<file path="config.mk">
export PLATFORM = sky130hd
export DESIGN_NAME = uart_rx_ctrl
export DESIGN_NICKNAME = d
export VERILOG_FILES = /design/src/rtl/uart_pkg.sv /design/src/rtl/uart_rx_fifo.sv /design/src/rtl/uart_rx_ctrl.sv
export SDC_FILE = /design/constraint.sdc
export NUM_CORES = 1
export LEC_CHECK = 0
export BUFFER_PORTS_ARGS = -buffer_cell sky130_fd_sc_hd__buf_2
export CORE_ASPECT_RATIO = 0.6
export CORE_MARGIN = 2
export CORE_UTILIZATION = 55
export DETAILED_ROUTE_END_ITERATION = 10
export HOLD_SLACK_MARGIN = 0.05
export PLACE_DENSITY = 0.73
export SLEW_MARGIN = 10
export SYNTH_ARGS = -nofsm -noshare
export SYNTH_HDL_FRONTEND = slang
export SYNTH_SLANG_ARGS = --single-unit
</file>
<file path="constraint.sdc">
create_clock -name clk -period 3.6 [get_ports clk]
set_clock_uncertainty 0.15 [all_clocks]
set_input_delay 0.36 -clock clk [delete_from_list [all_inputs] [get_ports clk]]
set_output_delay 0.36 -clock clk [all_outputs]
set_load 0.005 [all_outputs]
</file>
<file path="src/rtl/uart_pkg.sv">
// Shared UART receive definitions: controller state encoding and bit/character timing.
// Timing helpers are constant functions so parameters can size counters at elaboration.
package uart_pkg;

  typedef enum logic [1:0] {
    ST_DISABLED   = 2'd0,
    ST_ACTIVE     = 2'd1,
    ST_BREAK_WAIT = 2'd2
  } state_t;

  function automatic int baud_ticks(input int clk_hz, input int bit_rate);
    return clk_hz / bit_rate;
  endfunction

  // One character on the line is start + payload + stop.
  function automatic int char_ticks(input int clk_hz, input int bit_rate, input int payload_bits);
    return baud_ticks(clk_hz, bit_rate) * (payload_bits + 2);
  endfunction

endpackage

</file>
<file path="src/rtl/uart_rx_fifo.sv">
// Synchronous first-word-fall-through buffer; head valid the cycle after a push.
// A push while full is accepted only if a pop frees the slot in the same cycle.
module uart_rx_fifo #(
  parameter int WIDTH = 8,
  parameter int DEPTH = 8
) (
  input  logic                     clk,
  input  logic                     resetn,
  input  logic                     push,
  input  logic [WIDTH-1:0]         push_data,
  input  logic                     pop,
  output logic [WIDTH-1:0]         head,
  output logic [$clog2(DEPTH):0]   level,
  output logic                     full,
  output logic                     empty
);

  localparam int AW = $clog2(DEPTH);
  localparam logic [AW:0] FULL_LVL = (AW+1)'(DEPTH);

  logic [WIDTH-1:0] mem [DEPTH];
  logic [AW-1:0]    wr_ptr;
  logic [AW-1:0]    rd_ptr;
  logic             do_push;
  logic             do_pop;

  assign full    = (level == FULL_LVL);
  assign empty   = (level == '0);
  assign do_pop  = pop && !empty;
  assign do_push = push && (!full || do_pop);
  assign head    = mem[rd_ptr];

  // Pointers are AW bits wide, so wrap is implicit for power-of-two depths.
  always_ff @(posedge clk or negedge resetn) begin
    if (!resetn) begin
      wr_ptr <= '0;
      rd_ptr <= '0;
      level  <= '0;
      for (int i = 0; i < DEPTH; i++) begin
        mem[i] <= '0;
      end
    end else begin
      if (do_push) begin
        mem[wr_ptr] <= push_data;
        wr_ptr      <= wr_ptr + 1'b1;
      end
      if (do_pop) begin
        rd_ptr <= rd_ptr + 1'b1;
      end
      case ({do_push, do_pop})
        2'b10:   level <= level + 1'b1;
        2'b01:   level <= level - 1'b1;
        default: level <= level;
      endcase
    end
  end

endmodule

</file>
<file path="src/rtl/uart_rx_ctrl.sv">
// UART receive controller: enable/break FSM, receive buffer, sticky flags and idle timer.
// Characters appear on m_valid one cycle after the strobe; m_ready stalls the buffer head.
module uart_rx_ctrl
  import uart_pkg::*;
#(
  parameter int CLK_HZ       = 50_000_000,
  parameter int BIT_RATE     = 9600,
  parameter int PAYLOAD_BITS = 8,
  parameter int FIFO_DEPTH   = 8,
  parameter int IDLE_CHARS   = 4
) (
  input  logic                          clk,
  input  logic                          resetn,
  input  logic                          enable,
  input  logic                          clear,
  input  logic                          rxd_mon,
  output logic                          rx_en,
  input  logic [PAYLOAD_BITS-1:0]       rx_data,
  input  logic                          rx_valid,
  input  logic                          rx_break,
  output logic [PAYLOAD_BITS-1:0]       m_data,
  output logic                          m_valid,
  input  logic                          m_ready,
  output logic [$clog2(FIFO_DEPTH):0]   level,
  output logic                          overflow,
  output logic                          break_seen,
  output logic                          idle_timeout
);

  localparam int BAUD_TICKS = baud_ticks(CLK_HZ, BIT_RATE);
  localparam int TIMEOUT    = IDLE_CHARS * char_ticks(CLK_HZ, BIT_RATE, PAYLOAD_BITS);
  localparam int BW         = $clog2(BAUD_TICKS + 1);
  localparam int TW         = $clog2(TIMEOUT + 1);
  localparam logic [BW-1:0] BAUD_LAST = BW'(BAUD_TICKS - 1);
  localparam logic [TW-1:0] TO_LAST   = TW'(TIMEOUT - 1);

  state_t        state;
  logic [BW-1:0] brk_cnt;
  logic [TW-1:0] idle_cnt;
  logic          armed;
  logic          full;
  logic          empty;
  logic          push_req;
  logic          push_ok;
  logic          pop;
  logic          brk_req;
  logic          drop;

  assign push_req = (state == ST_ACTIVE) && rx_valid && !rx_break;
  assign brk_req  = (state == ST_ACTIVE) && rx_valid && rx_break;
  assign pop      = m_valid && m_ready;
  assign push_ok  = push_req && (!full || pop);
  assign drop     = push_req && full && !pop;
  assign m_valid  = !empty;

  uart_rx_fifo #(
    .WIDTH (PAYLOAD_BITS),
    .DEPTH (FIFO_DEPTH)
  ) u_fifo (
    .clk       (clk),
    .resetn    (resetn),
    .push      (push_req),
    .push_data (rx_data),
    .pop       (pop),
    .head      (m_data),
    .level     (level),
    .full      (full),
    .empty     (empty)
  );

  // BREAK_WAIT needs a full bit time of unbroken idle line before re-arming the receiver.
  always_ff @(posedge clk or negedge resetn) begin
    if (!resetn) begin
      state   <= ST_DISABLED;
      rx_en   <= 1'b0;
      brk_cnt <= '0;
    end else if (!enable) begin
      state   <= ST_DISABLED;
      rx_en   <= 1'b0;
      brk_cnt <= '0;
    end else begin
      case (state)
        ST_DISABLED: begin
          state <= ST_ACTIVE;
          rx_en <= 1'b1;
        end
        ST_ACTIVE: begin
          if (brk_req) begin
            state   <= ST_BREAK_WAIT;
            rx_en   <= 1'b0;
            brk_cnt <= '0;
          end
        end
        ST_BREAK_WAIT: begin
          if (!rxd_mon) begin
            brk_cnt <= '0;
          end else if (brk_cnt == BAUD_LAST) begin
            state   <= ST_ACTIVE;
            rx_en   <= 1'b1;
            brk_cnt <= '0;
          end else begin
            brk_cnt <= brk_cnt + 1'b1;
          end
        end
        default: begin
          state <= ST_DISABLED;
          rx_en <= 1'b0;
        end
      endcase
    end
  end

  // Sticky flags: a set in the same cycle as clear takes priority.
  always_ff @(posedge clk or negedge resetn) begin
    if (!resetn) begin
      overflow   <= 1'b0;
      break_seen <= 1'b0;
    end else begin
      if (drop)       overflow <= 1'b1;
      else if (clear) overflow <= 1'b0;
      if (brk_req)    break_seen <= 1'b1;
      else if (clear) break_seen <= 1'b0;
    end
  end

  // Idle timer only advances while receiving; it freezes outside ACTIVE.
  always_ff @(posedge clk or negedge resetn) begin
    if (!resetn) begin
      idle_cnt     <= '0;
      armed        <= 1'b0;
      idle_timeout <= 1'b0;
    end else begin
      idle_timeout <= 1'b0;
      if (push_ok) begin
        idle_cnt <= '0;
        armed    <= 1'b1;
      end else if (armed && state == ST_ACTIVE) begin
        if (idle_cnt == TO_LAST) begin
          idle_timeout <= 1'b1;
          armed        <= 1'b0;
        end else begin
          idle_cnt <= idle_cnt + 1'b1;
        end
      end
    end
  end

endmodule

</file>
==> impl_metrics.toml <==
[timing]
setup_violations = 0
period_minus_slack_ps = 2730
slew_headroom = 0.377
hold_viol = 0
rsz0062_at_grt = "no"
period_share = 0.757
fin_tns_setup_ps = 0
slew_violations = 0
tightest_slew_ps = 935
fmax_mhz = 367
setup_ws_ps = 873
hold_ws_ps = 83.8

[drt]
viasPerCell = 5.90
antenna_left = 0
via_count = 3555
drcViolationCount = 0
wl_um = 11200
wl_per_cell_um = 18.6
dr.pass1.iters = 4
first_iter_violations = 293

[clock_network]
cts-root-buf = "clkbuf_16"
clkTransAtPathRegs_ps = 80
htreeDepth = 3
cts_sinks = 112
cts_tree = "yes"
cts_setup_buffers = 0
clockBufferDepth = 2
clk_latency_ps = 360
numCtsBuffers = 9

[worst_setup_path]
cp.arrival_ps = 2820
required_ps = 3690
end_kind = "register"
worstSetupPathType = "register to register"
cp-start-kind = "register"
rrSetupSlack_ps = 870
crit_fanout = 7

[logic_synthesis]
avgSynthCellArea_um2 = 12.7
synthTopCellsByArea = "dfrtp_1 (52%), mux2_2 (16%), mux4_2 (6.6%)"
synthDistinctLibCells = 51
ys_ff_latch = 112
synth-async-reset-ratio = 1.00
synth_edf_count = 0
ys_top_cells_by_count = "dfrtp_1 (112), mux2_2 (76), nor2_1 (31), nand2_1 (18), mux4_2 (16)"
syn_nets = 451
synth.yosys.seq_area_share = 0.516
ys_warn_count = 0
synthCells = 428
yosysTopAreaCellShare = 0.516
syn_area_um2 = 5440
synth.largest_area_cell = "dfrtp_1"
yosys_most_used_dff = "dfrtp_1"
yosysMostFrequentCell = "dfrtp_1"

[placed_design]
place_congestion = 0.850
place_area_um2 = 5740
io_buffer_count = 32
dp_slack_ps = 889
dp_hpwl_um = 7310

[global_routing]
track_usage = 0.222
grt_pass1_wl_um = 18100
overflow = 0
grt_pass1_vias = 3424
grt_max_degree = 76
antenna_found_initial = 0

[job]
drv_cap = 0

[finish]
areaGrowthSynthToFinish_pct = 11.9
drive_gt1_frac = 0.329
n_antenna_cell = 0
post-route-cell-area_um2 = 6080
nets = 486

[pwr]
leakagePower_nw = 2.69
ir_drop_mv = 0.315
power_density_nw_per_um2 = 716
total_power_mw = 4.35

[floorplanning]
start_util = 0.558
fp.dieW_um = 132
num_rows = 28
core_area_um2 = 9740
die_y_um = 81
ios = 33
dieArea_um2 = 10700

[status]
outcome = "finished clean"

[min_path]
hold_path_class = "input port to register"
[cells in the final DEF (no fill, tap or decap), drive strengths merged, types with 2 or more instances in the layout]
cell / Yosys / final
dfrtp: 112 / 112
mux2: 76 / 76
buf: 9 / 36
nor2: 32 / 32
nand2: 18 / 18
mux4: 16 / 16
xor2: 14 / 14
nand3: 14 / 14
o21ai: 13 / 13
xnor2: 12 / 12
inv: 10 / 12
nand4: 11 / 11
nor3: 11 / 11
a21oi: 10 / 10
clkbuf: 4 / 10
ha: 7 / 7
and3: 6 / 6
a31oi: 6 / 6
nand4b: 5 / 5
nor4: 5 / 5
nor2b: 4 / 4
or4: 3 / 3
nand2b: 3 / 3
or3: 3 / 3
nor4b: 3 / 3
nand4bb: 2 / 2
nand3b: 2 / 2
mux2i: 2 / 2
nor4bb: 2 / 2
o31ai: 2 / 2
bufinv: 0 / 2
[what timing repair did]
item,in CTS,in global routing
endpoints found under the hold margin,73,0
hold buffers,1,0
gates resized for setup,0,0
[final cells by class]
cell class              count  area (um^2)
repair buffers             37          203
flip-flops and latches    112         2800
inverters                  10         40.0
multi-input cells         293         2540
clock inverters             6         90.1
clock buffers              10          239
fillers                   774         3660
well taps                 135          169
[per-stage QoR]
stage | std cells | util
after floorplan | 428 | -
after global placement | 586 | 0.589
after detailed placement | 586 | 0.589
after CTS | 603 | 0.624
after global routing | 603 | 0.624
final | 603 | 0.624
[final timing paths]
kind	startpoint	to	cells after the start
worst max register to register	u_fifo.level[1]	u_fifo.level[2]	10
worst min-delay path	clear	overflow	2
worst min register to register	u_fifo.mem[36]	u_fifo.mem[36]	1
max in group asynchronous	resetn	u_fifo.mem[46]	3
min in group asynchronous	resetn	u_fifo.level[3]	2
worst max-delay path	u_fifo.level[1]	u_fifo.level[2]	10
[report_power, final]
group	switching [mW]	internal, mW	leakage [nW]
combinational	0.433	0.768	1.06
clock	0.466	0.633	0.159
sequential	0.399	1.66	1.47
total	1.30	3.06	2.69
[flip-flops by register name (all words and copies together) (netlist names)]
register	flops
u_fifo.mem	64
u_fifo.wr_ptr	3
u_fifo.rd_ptr	3
u_fifo.level	4
state	2
overflow	1
armed	1
rx_en	1
break_seen	1
idle_timeout	1
brk_cnt	13
idle_cnt	18
[logic make-up after synthesis]
kind of cell,synth area share
adders and majority gates,0.0161
and+or+nand+nor,0.143
AOI/OAI and AO/OA,0.0378
buffers and inverters,0.0177
DFF,0.516
xor gates and xnor gates,0.0419
muxes,0.227
[worst max-delay path: stages (launching register included)]
cell and delay (ps):
dfrtp_1 450, or4_1 590, nand2_1 180, inv_1 110, ha_1 280, xor2_1 170, ha_1 180, a21oi_1 140
xor2_1 160, nor2_1 60, xor2_1 140
[routing by layer]
metal | vias to the layer above | GRT usage | wire length (um)
met5 | - | 0 | 0
met4 | 0 | 0.0559 | 104
met3 | 8 | 0.0543 | 474
met2 | 81 | 0.329 | 4900
met1 | 1822 | 0.331 | 5720
li1 | 1644 | - | -
(Power assumes the default switching activity.)
